File: src/rtl/id_ex_stage.sv
// ID/EX pipeline register: single entry, 1-cycle latency, valid/ready handshake with
// load-use bubble insertion, redirect flush and writeback snoop of held operands.
module id_ex_stage #(
    parameter int XLEN   = 32,
    parameter int CTRL_W = 16
) (
    input  logic              clk,
    input  logic              rst,
    input  logic              flush,
    input  logic              id_valid,
    output logic              id_ready,
    input  logic [XLEN-1:0]   id_pc,
    input  logic [4:0]        id_rs1,
    input  logic [4:0]        id_rs2,
    input  logic [4:0]        id_rd,
    input  logic              id_uses_rs1,
    input  logic              id_uses_rs2,
    input  logic              id_is_load,
    input  logic [CTRL_W-1:0] id_ctrl,
    input  logic [XLEN-1:0]   id_reg_a,
    input  logic [XLEN-1:0]   id_reg_b,
    input  logic [XLEN-1:0]   id_imm,
    input  logic              wb_load,
    input  logic [4:0]        wb_dest,
    input  logic [XLEN-1:0]   wb_data,
    output logic              ex_valid,
    input  logic              ex_ready,
    output logic [XLEN-1:0]   ex_pc,
    output logic [4:0]        ex_rs1,
    output logic [4:0]        ex_rs2,
    output logic [4:0]        ex_rd,
    output logic              ex_is_load,
    output logic [CTRL_W-1:0] ex_ctrl,
    output logic [XLEN-1:0]   ex_reg_a,
    output logic [XLEN-1:0]   ex_reg_b,
    output logic [XLEN-1:0]   ex_imm,
    output logic              lu_bubble,
    output logic [31:0]       lu_bubble_cnt
);

    logic              ex_valid_q,   ex_valid_d;
    logic [XLEN-1:0]   ex_pc_q,      ex_pc_d;
    logic [4:0]        ex_rs1_q,     ex_rs1_d;
    logic [4:0]        ex_rs2_q,     ex_rs2_d;
    logic [4:0]        ex_rd_q,      ex_rd_d;
    logic              ex_is_load_q, ex_is_load_d;
    logic [CTRL_W-1:0] ex_ctrl_q,    ex_ctrl_d;
    logic [XLEN-1:0]   ex_reg_a_q,   ex_reg_a_d;
    logic [XLEN-1:0]   ex_reg_b_q,   ex_reg_b_d;
    logic [XLEN-1:0]   ex_imm_q,     ex_imm_d;
    logic [31:0]       lu_bubble_cnt_q, lu_bubble_cnt_d;

    logic advance;
    logic hazard;
    logic capture;

    always_comb begin
        advance   = !ex_valid_q || ex_ready;
        hazard    = ex_valid_q && ex_is_load_q && (ex_rd_q != 5'd0) && id_valid &&
                    ((id_uses_rs1 && (id_rs1 == ex_rd_q)) || (id_uses_rs2 && (id_rs2 == ex_rd_q)));
        id_ready  = advance && !hazard && !flush;
        capture   = id_valid && id_ready;
        lu_bubble = hazard && ex_ready && !flush;
    end

    always_comb begin
        ex_valid_d   = ex_valid_q;
        ex_pc_d      = ex_pc_q;
        ex_rs1_d     = ex_rs1_q;
        ex_rs2_d     = ex_rs2_q;
        ex_rd_d      = ex_rd_q;
        ex_is_load_d = ex_is_load_q;
        ex_ctrl_d    = ex_ctrl_q;
        ex_reg_a_d   = ex_reg_a_q;
        ex_reg_b_d   = ex_reg_b_q;
        ex_imm_d     = ex_imm_q;

        if (flush) begin
            ex_valid_d = 1'b0;
        end else if (capture) begin
            ex_valid_d   = 1'b1;
            ex_pc_d      = id_pc;
            ex_rs1_d     = id_rs1;
            ex_rs2_d     = id_rs2;
            ex_rd_d      = id_rd;
            ex_is_load_d = id_is_load;
            ex_ctrl_d    = id_ctrl;
            ex_reg_a_d   = id_reg_a;
            ex_reg_b_d   = id_reg_b;
            ex_imm_d     = id_imm;
        end else if (advance) begin
            ex_valid_d = 1'b0;
        end else if (wb_load && (wb_dest != 5'd0)) begin
            // Held entry stalled by EX: keep operands current with retiring writes.
            if (wb_dest == ex_rs1_q) ex_reg_a_d = wb_data;
            if (wb_dest == ex_rs2_q) ex_reg_b_d = wb_data;
        end

        lu_bubble_cnt_d = lu_bubble_cnt_q;
        if (lu_bubble && (lu_bubble_cnt_q != 32'hFFFF_FFFF)) lu_bubble_cnt_d = lu_bubble_cnt_q + 32'd1;
    end

    always_ff @(posedge clk) begin
        if (rst) begin
            ex_valid_q      <= 1'b0;
            ex_pc_q         <= '0;
            ex_rs1_q        <= '0;
            ex_rs2_q        <= '0;
            ex_rd_q         <= '0;
            ex_is_load_q    <= 1'b0;
            ex_ctrl_q       <= '0;
            ex_reg_a_q      <= '0;
            ex_reg_b_q      <= '0;
            ex_imm_q        <= '0;
            lu_bubble_cnt_q <= '0;
        end else begin
            ex_valid_q      <= ex_valid_d;
            ex_pc_q         <= ex_pc_d;
            ex_rs1_q        <= ex_rs1_d;
            ex_rs2_q        <= ex_rs2_d;
            ex_rd_q         <= ex_rd_d;
            ex_is_load_q    <= ex_is_load_d;
            ex_ctrl_q       <= ex_ctrl_d;
            ex_reg_a_q      <= ex_reg_a_d;
            ex_reg_b_q      <= ex_reg_b_d;
            ex_imm_q        <= ex_imm_d;
            lu_bubble_cnt_q <= lu_bubble_cnt_d;
        end
    end

    assign ex_valid      = ex_valid_q;
    assign ex_pc         = ex_pc_q;
    assign ex_rs1        = ex_rs1_q;
    assign ex_rs2        = ex_rs2_q;
    assign ex_rd         = ex_rd_q;
    assign ex_is_load    = ex_is_load_q;
    assign ex_ctrl       = ex_ctrl_q;
    assign ex_reg_a      = ex_reg_a_q;
    assign ex_reg_b      = ex_reg_b_q;
    assign ex_imm        = ex_imm_q;
    assign lu_bubble_cnt = lu_bubble_cnt_q;

endmodule

File: config.mk
export PLATFORM = sky130hd
export DESIGN_NAME = id_ex_stage
export DESIGN_NICKNAME = d
export VERILOG_FILES = /design/src/rtl/id_ex_stage.sv
export SDC_FILE = /design/constraint.sdc
export NUM_CORES = 1
export LEC_CHECK = 0
export ABC_AREA = 1
export CORE_UTILIZATION = 38
export DETAILED_ROUTE_END_ITERATION = 7
export GPL_TIMING_DRIVEN = 0
export PLACE_DENSITY = 0.77
export SYNTH_ARGS = -nofsm -noshare
export SYNTH_HDL_FRONTEND = slang
export SYNTH_SLANG_ARGS = --single-unit
File: constraint.sdc
create_clock -name clk -period 1.7 [get_ports clk]
set_input_delay 0.34 -clock clk [delete_from_list [all_inputs] [get_ports clk]]
set_output_delay 0.34 -clock clk [all_outputs]
set_load 0.005 [all_outputs]
# Yosys cells after proc, flatten, opt, wreduce, memory -nomap -nowiden
# Index checks and enable logic that the tools add are counted.
dict set report op_classes {
  add_sub_neg 1
  eq_ne 6
  mux 10
  n_bitwise 1
  n_reduce_logical 28
}
# op n
set op_table {}
lappend op_table {{two-way mux 32 bit} 8}
lappend op_table {{adder 32 x 1 -> 32 bit (second input constant)} 1}
lappend op_table {{inequality test 32 bit (second input constant)} 1}
lappend op_table {{equality test 5 bit} 4}
lappend op_table {{logical AND 1 bit} 13}
lappend op_table {{nonzero test 5 bit} 2}
lappend op_table {{AND reduction 4 bit} 2}
lappend op_table {{nonzero test 2 bit} 4}
lappend op_table {{zero test 1 bit} 3}
lappend op_table {{logical OR 1 bit} 2}
lappend op_table {{two-way mux 1 bit} 2}
lappend op_table {{inequality test 2 x 1 -> 1 bit (second input constant)} 1}
lappend op_table {{AND reduction 2 bit} 1}
lappend op_table {{OR reduction 2 bit} 1}
lappend op_table {{inverter 1 bit} 1}
dict set report totals {
  ff_bits 193
}

# Longest topological paths before layout
dict set report logic_depth {
  ltp_word 10
  mapped_depth 15
}

# Worst setup path after synthesis
# OpenSTA, ideal clock, no wires.
dict set report synth_timing {
  path_kind {flip-flop to flip-flop}
  start {reg lu_bubble_cnt_q[0], in the netlist lu_bubble_cnt[0]}
  end {reg lu_bubble_cnt_q[4], in the netlist lu_bubble_cnt[4]}
  setup_ps 115
  t_arrival_ps 1731
  t_required_ps 1585
  path_slack_ps -146
  path_stages_with_launch 13
  n_path_buf 1
  cell_sequence {dfxtp_1 > ha_1 > nand2_2 > nor3_2 > nand2_1 > nor2_2 > and3_1 > nand2_1 > nand2_2 > inv_2 > buf_6 > a21oi_1 > nor2_1}
}
dict set report synth_via {
  elab_chain_len 2
}
# element line
set synth_lines {}
lappend synth_lines {{from (decl)} 51} ;# logic [31:0] lu_bubble_cnt_q, lu_bubble_cnt_d;
lappend synth_lines {{from (signal assigned)} 127} ;# lu_bubble_cnt_q <= lu_bubble_cnt_d;
lappend synth_lines {{branches (longest 2 deep; another with adder 32 x 1 -> 32 bit)} n/a}
# Parallel ways; which one is timed is not known.
# A chain may end at the register's enable or synchronous reset.

# Worst setup path in the final report
dict set report layout_timing {
  start {reg ex_rd_q[1], in the netlist ex_rd[1]}
  end {out lu_bubble}
}
dict set report layout_via {
  elab_chain_len 6
}
# element line
set layout_lines {}
lappend layout_lines {{from (decl)} 45} ;# logic [4:0] ex_rd_q, ex_rd_d;
lappend layout_lines {{from (signal assigned)} 121} ;# ex_rd_q <= ex_rd_d;
lappend layout_lines {{equality test 5 bit or nonzero test 5 bit (tied branches)} {60, 59}}
lappend layout_lines {{logical AND 1 bit, on equally long branches} {60, 59}}
lappend layout_lines {{logical OR 1 bit or logical AND 1 bit (tied branches)} {60, 59}}
lappend layout_lines {{logical AND 1 bit (*)} 59} ;# hazard = ex_valid_q && ex_is_load_q && (ex_rd_q != 5'd0) && id_valid &&
lappend layout_lines {{logical AND 1 bit (*) (2 in series)} 63} ;# lu_bubble = hazard && ex_ready && !flush;
lappend layout_lines {{to (decl)} 37} ;# output logic lu_bubble,
# Every way passes the cells marked *; elsewhere a longest branch is shown, timed or not.

==> impl_metrics.yaml <==
detailed_routing:
  wire_per_inst_um: 15.9
  drt_wl_total_mm: 33.9
  viasPerCell: 4.71
  ant_nets: 0
  firstDrtPassIters: 6
  vias: 10000
  drc: 0
  detail_route.iter0.violations: 577
sta:
  timing.final.crit_period_ps: 2050
  finalHoldViolCount: 0
  slew_violations: 0
  maxSlewHeadroom: 0.549
  rsz0062_at_grt: "true"
  fin_ws_ps: -347
  worst_pin_slew_ps: 670
  hold_ws_ps: 254
  clock_skew_ps: 23.0
  fin_crit_sh: 1.20
  fmax_mhz: 488
  finalSetupViolCount: 224
global_route:
  first_global_vias: 9423
  antenna_found_initial: 0
  overflow: 0
  grt_pass1_wl_mm: 50.7
  grt_start_max_net_pins: 22
  grtUsageTotal: 0.271
setup_path:
  crit_type: "reg -> out"
  start_kind: "flip-flop"
  critPathMaxFanout: 5
  required_ps: 1360
  cp-end-kind: "output port"
  critPathArrivalTime_ps: 1710
finish:
  fin_area_sq_mm: 0.0148
  mostFrequentLayoutCells: "clkdlybuf4s50_1 (387), nand2_1 (292), inv_1 (249)"
  fillers: 2037
  drive_gt1_frac: 0.100
  antennaDiodeCount: 0
  area_delta_synth_final_pct: 64.1
  nNetsFinal: 2008
  mostFrequentLayoutCell: "clkdlybuf4s50_1"
cts:
  clock_sinks: 193
  clk_path_buf_depth: 2
  cts_root_buf: "clkbuf_16"
  htree_levels: 4
  cts_tree: "built"
  cts.reportedPaths.clkPinSlew_ps: 80
  clk_latency_ps: 440
  numCtsBuffers: 17
synthesis:
  synth_seq_area_share: 0.429
  synth_warnings: 0
  syn_nets: 1573
  synth.ff_latch_count: 193
  syn_area_sq_mm: 0.00901
  synth_cell_types: 28
  synth_cells: 1367
  synth.avg_cell_area_sq_um: 6.59
pwr:
  switching_share: 0.281
  cellInternalPower_mw: 7.78
  p_leak_nw: 6.40
  switchingPower_mw: 3.04
  power_mw: 10.8
  power.share.combinational: 0.169
  powerDensity_mw_per_mm2: 732
  pwr-share-clk: 0.384
  seqPwrFrac: 0.447
  ir_drop_v: 0.000541
placed_design:
  gp_congestion: 0.942
  port_buffers: 398
  placed_area_sq_mm: 0.0134
  dp_hpwl_mm: 26.0
floorplanning:
  die-width_um: 156
  coreArea_sq_mm: 0.0229
  io_pins: 400
  die_y_um: 156
  die-area_sq_mm: 0.0243
  fp-row-count: 55
  initial_core_util: 0.393
run_status:
  status: "complete, but fails checks"
  violations: "setup timing"
run:
  maxCapViolCount: 0
min_path:
  hp-class: "in -> reg"
-- power groups by stage --
stage / clock (mW) / combinational [mW] / sequential [mW]
2_1_floorplan: 0 / 0.578 / 4.94
3_3_place_gp: 0 / 1.68 / 4.93
3_5_place_dp: 0 / 1.70 / 4.94
4_1_cts: 4.23 / 1.80 / 4.84
5_1_grt: 4.42 / 2.01 / 4.86
6_report: 4.15 / 1.83 / 4.83
-- state kept, by name, summed over array words and instances (netlist names) --
signal / count
ex_pc: 32
ex_rd: 5
ex_imm: 32
ex_rs2: 5
ex_is_load: 1
lu_bubble_cnt: 32
ex_reg_a: 32
ex_valid: 1
ex_ctrl: 16
ex_rs1: 5
ex_reg_b: 32
-- through the flow --
step	setup slack, ps	TNS, ps	std cells	utilization
final	-347	-41440	2128	0.645
after CTS	-328	-37820	2115	0.626
after global placement	-1040	-170840	2078	0.586
after floorplan	-9.05	-127	1367	-
after detailed placement	-1090	-173560	2078	0.586
after global routing	-467	-71590	2128	0.645
-- cell usage after synthesis (all sizes together) --
master	n	area, sq um
nand4	10	62.6
a21oi	130	651
o21ai	165	830
nor4b	1	8.76
o31ai	1	7.51
ha	1	12.5
nor4	8	50.1
nor3	12	65.1
dfxtp	193	3860
nor2	169	637
nand3	12	75.1
and3	1	6.26
nand2	302	1140
a31oi	1	6.26
buf	39	221
xnor2	13	114
inv	257	965
xor2	20	175
clkbuf	32	120
-- layout make-up --
cell class / instances / area (sq um) / area share
repair buffers: 416 / 4210 / 0.285
clock inverters: 15 / 190 / 0.0129
well taps: 313 / 392 / 0.0265
inverters: 257 / 977 / 0.0661
plain buffers: 71 / 632 / 0.0427
multi-input cells: 846 / 4060 / 0.275
flip-flops and latches: 193 / 3900 / 0.264
clock buffers: 17 / 425 / 0.0288
-- worst max-delay path, stage by stage, from the launching register on --
cell	delay (ps)
dfxtp_4	380
inv_2	40
nand2_1	50
nand2_1	60
nor2_1	140
nand3_2	110
nand2_2	110
nand4_1	130
inv_2	130
buf_6	110
-- cell families after synthesis --
kind of cell	after synthesis	synth area share
adders and majority gates	1	0.00139
buffers and inverters	328	0.145
xor gates and xnor gates	33	0.0321
AOI/OAI and AO/OA	297	0.166
and+or+nand+nor	515	0.227
DFF	193	0.429
-- repair_timing --
action / in CTS / in global routing
hold buffers: 0 / 0
endpoints found under the setup margin: 243 / 281
gates resized for setup: 154 / 123
cloned: 0 / 4
pin swaps: 8 / 17
setup buffers: 5 / 9
-- layer usage --
layer  vias up  GRT usage  wire (um)
li1       5064          -          -
met1      4492      0.318      13900
met2       382      0.462      16400
met3        75     0.0756       2500
met4         0      0.111       1110
met5         -          0          0
-- worst paths after layout --
| kind | start | to | slack [ps] | cells after the start |
|---|---|---|---|---|
| setup / recovery | ex_rd[1] | lu_bubble | -350 | 9 |
| hold / removal | id_rs1[0] | ex_rs1[0] | 250 | 3 |
| setup reg to reg | ex_rd[1] | ex_reg_b[23] | -300 | 15 |
| hold reg to reg | ex_imm[26] | ex_imm[26] | 450 | 2 |
Note: power is estimated with default switching activity, not from simulation.
